File: src/rtl/llc_update_fifo_pkg.sv
// Shared types and constants for the LLC process-to-update FIFO.
// Holds the update packet layout, the default FIFO depth and the set-table size.
package llc_update_fifo_pkg;

  localparam int LLC_UPDATE_FIFO_DEPTH = 4;
  localparam int LLC_SET_TABLE_ENTRIES = 8;
  localparam int TPTR_W                = $clog2(LLC_SET_TABLE_ENTRIES);

  typedef struct packed {
    logic [15:0]       addr;
    logic [2:0]        cpu_msg;
    logic              is_rst_to_resume;
    logic              is_flush_to_resume;
    logic [TPTR_W-1:0] table_pointer_to_remove;
  } fifo_proc_update_packet;

endpackage

File: src/rtl/llc_update_fifo_if.sv
// Process-stage push handshake and update-stage head/pop signals of the LLC update FIFO.
interface llc_update_fifo_if;
  import llc_update_fifo_pkg::*;

  logic                   proc_valid;
  fifo_proc_update_packet proc_packet;
  logic                   proc_ready;
  logic                   fifo_pop_update;
  fifo_proc_update_packet fifo_update_out;
  logic                   fifo_empty_update;

  modport master (
    output proc_valid, proc_packet, fifo_pop_update,
    input  proc_ready, fifo_update_out, fifo_empty_update
  );

  modport slave (
    input  proc_valid, proc_packet, fifo_pop_update,
    output proc_ready, fifo_update_out, fifo_empty_update
  );

endinterface

File: src/rtl/llc_fifo_ptr_ctrl.sv
// Read/write pointers, occupancy and full/empty state for a power-of-two circular buffer.
// push and pop arrive already qualified by the caller.
module llc_fifo_ptr_ctrl #(
  parameter  int DEPTH = 4,
  localparam int AW    = $clog2(DEPTH),
  localparam int CW    = AW + 1
) (
  input  logic          clk,
  input  logic          rst,
  input  logic          push,
  input  logic          pop,
  output logic [AW-1:0] wr_ptr,
  output logic [AW-1:0] rd_ptr,
  output logic [CW-1:0] count,
  output logic          full,
  output logic          empty
);

  logic [AW-1:0] wr_ptr_r, rd_ptr_r;
  logic [CW-1:0] count_r, count_next_s;
  logic          full_r, empty_r;

  // Next occupancy from the qualified push/pop pair.
  always_comb begin
    count_next_s = count_r;
    case ({push, pop})
      2'b10:   count_next_s = count_r + CW'(1);
      2'b01:   count_next_s = count_r - CW'(1);
      default: count_next_s = count_r;
    endcase
  end

  // Pointer, count and status registers.
  always_ff @(posedge clk or negedge rst) begin
    if (!rst) begin
      wr_ptr_r <= '0;
      rd_ptr_r <= '0;
      count_r  <= '0;
      full_r   <= 1'b0;
      empty_r  <= 1'b1;
    end else begin
      if (push) wr_ptr_r <= wr_ptr_r + AW'(1);
      if (pop)  rd_ptr_r <= rd_ptr_r + AW'(1);
      count_r <= count_next_s;
      full_r  <= (count_next_s == CW'(DEPTH));
      empty_r <= (count_next_s == CW'(0));
    end
  end

  assign wr_ptr = wr_ptr_r;
  assign rd_ptr = rd_ptr_r;
  assign count  = count_r;
  assign full   = full_r;
  assign empty  = empty_r;

endmodule

File: src/rtl/llc_update_fifo.sv
// Circular buffer of update packets between the LLC process and update stages, with
// in-pipeline resume flags and a pending set-table mask. Optional: LLC_UPDATE_FIFO_BYPASS_EN.
module llc_update_fifo
  import llc_update_fifo_pkg::*;
#(
  parameter int DEPTH       = LLC_UPDATE_FIFO_DEPTH,
  parameter int PTR_ENTRIES = LLC_SET_TABLE_ENTRIES
) (
  input  logic                     clk,
  input  logic                     rst,
  llc_update_fifo_if.slave         bus,
  output logic                     fifo_full,
  output logic [$clog2(DEPTH):0]   fifo_count,
  input  logic                     clr_rst_to_resume_in_pipeline_update,
  input  logic                     clr_flush_to_resume_in_pipeline_update,
  output logic                     rst_to_resume_in_pipeline,
  output logic                     flush_to_resume_in_pipeline,
  output logic [PTR_ENTRIES-1:0]   pending_table_mask
);

  localparam int AW = $clog2(DEPTH);

  logic [AW-1:0]          wr_ptr_s, rd_ptr_s;
  logic [AW:0]            count_s;
  logic                   full_s, empty_s;
  logic                   push_s, pop_s, store_push_s, store_pop_s;
  fifo_proc_update_packet mem_r [DEPTH];
  logic [PTR_ENTRIES-1:0] mask_r, set_vec_s, clr_vec_s, mask_next_s;
  logic                   rst_flag_r, flush_flag_r;

  assign push_s      = bus.proc_valid && !full_s;
  assign pop_s       = bus.fifo_pop_update && !bus.fifo_empty_update;
  assign store_pop_s = bus.fifo_pop_update && !empty_s;

`ifdef LLC_UPDATE_FIFO_BYPASS_EN
  logic              byp_s;
  logic              byp_clr_v_r;
  logic [TPTR_W-1:0] byp_clr_ptr_r;

  // An offer into an empty FIFO is visible at the head; if popped at once it is never stored.
  assign byp_s                 = empty_s && bus.proc_valid;
  assign bus.fifo_empty_update = empty_s && !bus.proc_valid;
  assign store_push_s          = push_s && !(byp_s && bus.fifo_pop_update);

  // A consumed bypass packet leaves its mask bit set for one cycle; remember it to clear next.
  always_ff @(posedge clk or negedge rst) begin
    if (!rst) begin
      byp_clr_v_r   <= 1'b0;
      byp_clr_ptr_r <= '0;
    end else begin
      byp_clr_v_r   <= byp_s && bus.fifo_pop_update;
      byp_clr_ptr_r <= bus.proc_packet.table_pointer_to_remove;
    end
  end
`else
  assign bus.fifo_empty_update = empty_s;
  assign store_push_s          = push_s;
`endif

  assign bus.proc_ready = !full_s;
  assign fifo_full      = full_s;
  assign fifo_count     = count_s;

  llc_fifo_ptr_ctrl #(.DEPTH(DEPTH)) u_ptr_ctrl (
    .clk    (clk),
    .rst    (rst),
    .push   (store_push_s),
    .pop    (store_pop_s),
    .wr_ptr (wr_ptr_s),
    .rd_ptr (rd_ptr_s),
    .count  (count_s),
    .full   (full_s),
    .empty  (empty_s)
  );

  // Packet storage; contents are don't-care until written, so no reset.
  always_ff @(posedge clk) begin
    if (store_push_s) mem_r[wr_ptr_s] <= bus.proc_packet;
  end

  // Head presentation; all-zero when nothing is available so no request is decoded.
  always_comb begin
    bus.fifo_update_out = '0;
    if (!empty_s) begin
      bus.fifo_update_out = mem_r[rd_ptr_s];
    end
`ifdef LLC_UPDATE_FIFO_BYPASS_EN
    else if (bus.proc_valid) begin
      bus.fifo_update_out = bus.proc_packet;
    end
`endif
    else begin
      bus.fifo_update_out = '0;
    end
  end

  // Pending-mask next state: clear on pop, set on push, set wins on the same pointer.
  always_comb begin
    set_vec_s = '0;
    clr_vec_s = '0;
    if (push_s) set_vec_s[bus.proc_packet.table_pointer_to_remove] = 1'b1;
    else        set_vec_s = '0;
    if (pop_s)  clr_vec_s[bus.fifo_update_out.table_pointer_to_remove] = 1'b1;
    else        clr_vec_s = '0;
`ifdef LLC_UPDATE_FIFO_BYPASS_EN
    if (byp_clr_v_r) clr_vec_s[byp_clr_ptr_r] = 1'b1;
    else             clr_vec_s = clr_vec_s;
`endif
    mask_next_s = (mask_r & ~clr_vec_s) | set_vec_s;
  end

  // Resume flags and pending mask registers.
  always_ff @(posedge clk or negedge rst) begin
    if (!rst) begin
      rst_flag_r   <= 1'b0;
      flush_flag_r <= 1'b0;
      mask_r       <= '0;
    end else begin
      if (push_s && bus.proc_packet.is_rst_to_resume)    rst_flag_r <= 1'b1;
      else if (clr_rst_to_resume_in_pipeline_update)     rst_flag_r <= 1'b0;
      if (push_s && bus.proc_packet.is_flush_to_resume)  flush_flag_r <= 1'b1;
      else if (clr_flush_to_resume_in_pipeline_update)   flush_flag_r <= 1'b0;
      mask_r <= mask_next_s;
    end
  end

  assign rst_to_resume_in_pipeline   = rst_flag_r;
  assign flush_to_resume_in_pipeline = flush_flag_r;
  assign pending_table_mask          = mask_r;

endmodule
File: src/flat_wrapper.sv
// flat-port wrapper written by rule: the top's interface ports become plain ports
module llc_update_fifo_flat import llc_update_fifo_pkg::*;
#(
  parameter int DEPTH       = LLC_UPDATE_FIFO_DEPTH,
  parameter int PTR_ENTRIES = LLC_SET_TABLE_ENTRIES
)
  (clk, rst, fifo_full, fifo_count, clr_rst_to_resume_in_pipeline_update, clr_flush_to_resume_in_pipeline_update, rst_to_resume_in_pipeline, flush_to_resume_in_pipeline, pending_table_mask, bus_proc_valid, bus_proc_packet, bus_fifo_pop_update, bus_proc_ready, bus_fifo_update_out, bus_fifo_empty_update);
  llc_update_fifo_if bus_i ();
  input  logic clk;
  input  logic rst;
  output logic fifo_full;
  output logic [$clog2(DEPTH):0] fifo_count;
  input  logic clr_rst_to_resume_in_pipeline_update;
  input  logic clr_flush_to_resume_in_pipeline_update;
  output logic rst_to_resume_in_pipeline;
  output logic flush_to_resume_in_pipeline;
  output logic [PTR_ENTRIES-1:0] pending_table_mask;
  input wire logic [$bits(bus_i.proc_valid)-1:0] bus_proc_valid;
  input wire logic [$bits(bus_i.proc_packet)-1:0] bus_proc_packet;
  input wire logic [$bits(bus_i.fifo_pop_update)-1:0] bus_fifo_pop_update;
  output wire logic [$bits(bus_i.proc_ready)-1:0] bus_proc_ready;
  output wire logic [$bits(bus_i.fifo_update_out)-1:0] bus_fifo_update_out;
  output wire logic [$bits(bus_i.fifo_empty_update)-1:0] bus_fifo_empty_update;
  assign bus_i.proc_valid = bus_proc_valid;
  assign bus_i.proc_packet = bus_proc_packet;
  assign bus_i.fifo_pop_update = bus_fifo_pop_update;
  assign bus_proc_ready = bus_i.proc_ready;
  assign bus_fifo_update_out = bus_i.fifo_update_out;
  assign bus_fifo_empty_update = bus_i.fifo_empty_update;
  llc_update_fifo #(.DEPTH(DEPTH), .PTR_ENTRIES(PTR_ENTRIES)) u_core (.clk(clk), .rst(rst), .bus(bus_i), .fifo_full(fifo_full), .fifo_count(fifo_count), .clr_rst_to_resume_in_pipeline_update(clr_rst_to_resume_in_pipeline_update), .clr_flush_to_resume_in_pipeline_update(clr_flush_to_resume_in_pipeline_update), .rst_to_resume_in_pipeline(rst_to_resume_in_pipeline), .flush_to_resume_in_pipeline(flush_to_resume_in_pipeline), .pending_table_mask(pending_table_mask));
endmodule
File: config.mk
export PLATFORM = sky130hd
export DESIGN_NAME = llc_update_fifo_flat
export DESIGN_NICKNAME = d
export VERILOG_FILES = /design/src/rtl/llc_update_fifo_pkg.sv /design/src/rtl/llc_update_fifo_if.sv /design/src/rtl/llc_fifo_ptr_ctrl.sv /design/src/rtl/llc_update_fifo.sv /design/src/flat_wrapper.sv
export SDC_FILE = /design/constraint.sdc
export NUM_CORES = 1
export LEC_CHECK = 0
export BUFFER_PORTS_ARGS = -buffer_cell sky130_fd_sc_hd__buf_2
export CORE_AREA = 2 2 99 101
export CTS_CLUSTER_SIZE = 10
export DETAILED_ROUTE_END_ITERATION = 8
export DIE_AREA = 0 0 101 103
export PLACE_DENSITY = 0.69
export SLEW_MARGIN = 0
export SYNTH_ARGS = -nofsm -noshare
export SYNTH_HDL_FRONTEND = slang
export SYNTH_SLANG_ARGS = --single-unit
File: constraint.sdc
create_clock -name clk -period 2.2 [get_ports clk]
set_input_delay 0.44 -clock clk [delete_from_list [all_inputs] [get_ports clk]]
set_output_delay 0.44 -clock clk [all_outputs]
set_load 0.1 [all_outputs]
==> reports/results.txt <==
via count -> 2559
Yosys Warn Count -> 0
endpoints failing setup -> 24
fmax -> 414 MHz
initial antenna violation count -> 1
Buf+Inv Stages, Crit Path -> 3
Syn Nets -> 289
WS Path Type -> flip-flop to primary output
Die W -> 101 um
Worst Path Max Fanout -> 8
GRT Resource Usage Total -> 19.1%
Yosys reg bits -> 115
busiest layer in global routing -> met2
cells after synthesis -> 253
count leader, synth -> edfxtp_1
crit path DAT -> 1.97 ns
RR Startpoint -> u_core.u_ptr_ctrl.empty
Mapped Area -> 4580 um2
post-synthesis sequential area ratio -> 73.3%
hold path start -> clr_flush_to_resume_in_pipeline_update
crit share post-route -> 110%
die area -> 10400 um2
vias in the first global route -> 2697
layout cells sized above 1 -> 46.2%
ant diodes -> 0
R2R depth -> 8
CTS Sinks -> 115
Worst path max stage delay -> 0.51 ns
CP Capture Type -> primary output
hold depth -> 2
Iteration-0 DRC Markers -> 92
startpoint types -> flip-flop
# nets final -> 393
drt wl/cell -> 18.5 um
number of synthesized flops with an enable pin -> 96
Antenna Nets Post-Route -> 0
DR vias/cell -> 5.29
row cnt -> 36
met1 GRT Util -> 23.7%
DRC viols -> 0
first-pass GRT wire length -> 14000 um
Initial Util -> 48.4%
Hold Slack -> 0.117 ns
area leader, netlist -> edfxtp_1
drt first pass iters -> 4
critical path's slowest cell -> mux4_2
Worst path most repeated cell -> buf_12
half-perimeter wire length after placement -> 5220 um
Routed WL -> 8950 um
min Tclk post-route -> 2.41 ns
top cells by count, synth -> 96 x edfxtp_1, 28 x nor2b_1, 22 x mux4_2, 18 x dfrtp_1, 15 x nand2_1
pre-CTS WS -> 0.0553 ns
WP data required -> 1.76 ns
final worst slack -> -0.214 ns
Multi-input gate area -> 1290 um2
Tightest Hold Check Type -> primary input to flip-flop
depth of the CTS H-tree -> 4
Clock Skews -> 0.00570 ns
headroom to the max-slew limit -> 67.6%
Inserted Clock Buffers -> 17
GPL Wtd Cong -> 0.747
worst slew pin tran -> 0.489 ns
Fillers -> 608
sequential cell area -> 3370 um2
largest net degree at the start of global routing -> 29
P&R area growth vs syn -> 41.1%
Clock transition at path regs -> 0.05 ns
CTS Buffer Depth -> 2
top_reg_cell synth -> edfxtp_1
CP top delay family -> multiplexers
worst reg2reg endpoint -> u_core.u_ptr_ctrl.full
share of flip-flops with an asynchronous set or reset -> 16.5%
RSZ-0062 raised after global routing -> true
later-pin clock latency in the skew report -> 0.52 ns
met3 global-route usage -> 7.46%
status -> finished, violations left
max cap viols -> 0
Die H -> 103 um
CTS tree -> done
largest cells by area after synthesis -> edfxtp_1 63%, mux4_2 11%, dfrtp_1 9.8%, nor2b_1 3.8%, ha_1 1.4%
final hold vios -> 0
fin. max-slew vios -> 0
M2 GR Usage -> 29.9%
io pins -> 70
root buffer cell -> clkbuf_8
WHS Endpoint -> u_core.flush_to_resume_in_pipeline
Yosys cell types -> 33
Syn Area/Cell -> 18.1 um2
cell chain of the critical path -> buf_6 > buf_12 > mux4_2 > nor2b_4 > buf_12
failing checks -> setup timing
number of I/O port buffers -> 69
core area -> 9460 um2
grt total ovfl -> 0
reg-to-reg slack, setup -> 0.15 ns
area share of the largest cell type after synthesis -> 62.9%
-- flip-flops by register name, summed over array words and instances, names as in the netlist --
name                                cells
u_core.pending_table_mask               8
u_core.mem_r                           96
u_core.flush_to_resume_in_pipeline      1
u_core.u_ptr_ctrl.count                 3
u_core.u_ptr_ctrl.empty                 1
u_core.u_ptr_ctrl.full                  1
u_core.rst_to_resume_in_pipeline        1
u_core.u_ptr_ctrl.rd_ptr                2
u_core.u_ptr_ctrl.wr_ptr                2
-- cells by family (layout without fill, tap and decap cells) --
kind of cell             count (synthesis)  count (layout)  synth area share [%]
AND/OR/NAND/NOR                         65              65                  7.81
adder cells (fa/ha/maj)                  6               6                  1.80
XOR/XNOR                                 6               6                  1.15
buffers and inverters                   19             136                  1.88
multiplexers                            26              26                  12.1
flip-flops                             115             115                  73.3
AO/OA/AOI/OAI                           16              16                  1.94
-- metal layers --
layer	part of all wire, %	vias up
met2	52	71
met5	0.18	-
met1	42	1309
li1	-	1166
met4	0.95	2
met3	5.2	11
-- worst max-delay path by stage --
stage                                      from                      end  slack [ns]  depth (start not counted)
global route        u_core.u_ptr_ctrl.rd_ptr[0]   bus_fifo_update_out[5]       -0.30                          5
CTS                 u_core.u_ptr_ctrl.rd_ptr[0]  bus_fifo_update_out[22]       -0.24                          5
global placement    u_core.u_ptr_ctrl.rd_ptr[0]  bus_fifo_update_out[17]        0.13                          4
floorplan           u_core.u_ptr_ctrl.rd_ptr[1]   bus_fifo_update_out[4]       -0.50                          4
detailed placement          bus_fifo_pop_update   u_core.u_ptr_ctrl.full        0.06                          9
finish              u_core.u_ptr_ctrl.rd_ptr[0]  bus_fifo_update_out[23]       -0.21                          5
-- through the flow --
step	instances	util (%)	instance area, um2	setup TNS [ns]
after floorplan	253	-	4630	-6.77
after global placement	440	59.4	5620	0
after detailed placement	440	59.4	5620	0
after CTS	481	67.9	6430	-5.03
after global routing	484	68.3	6460	-6.43
final	484	68.3	6460	-4.51
-- area by class of cell --
| class | count | share of cell area, % |
|---|---|---|
| clock buffers | 19 | 6.53 |
| clock inverters | 13 | 2.56 |
| well taps | 114 | 2.21 |
| repair buffers | 94 | 16.0 |
| inverters | 10 | 0.581 |
| multi-input cells | 119 | 20.0 |
| flip-flops and latches | 115 | 52.1 |
-- worst register-to-register path, cell delays in order, from the launching register on --
cell and delay [ns]:
dfstp_4 0.63, nor2b_2 0.06, ha_1 0.20, inv_1 0.08, fa_1 0.42, nor2b_1 0.16
a21oi_1 0.19, inv_1 0.05, and2_1 0.15
-- what timing repair did --
action                                 in CTS  in global routing
setup buffers                               7                  3
setup endpoints to repair                  25                 25
hold buffers                                1                  0
endpoints found under the hold margin      18                  0
cloned                                      1                  0
pin swaps                                   1                  2
gates resized for setup                    34                  3
-- layout by cell type (no fill, tap or decap), types with 5 or more instances in the layout --
master and count:
clkbuf_16 16, o21ai_0 7, edfxtp_1 96, and2_1 5, mux4_2 23, buf_6 6
buf_4 9, buf_2 45, inv_1 10, buf_12 33, nor2b_1 7, ha_1 5
dfrtp_1 15, nor2b_4 19, nand2_1 15
Power is left out: the tool's default activity adds up to more than one toggle a clock period on the data nets, which glitch-free logic cannot reach.
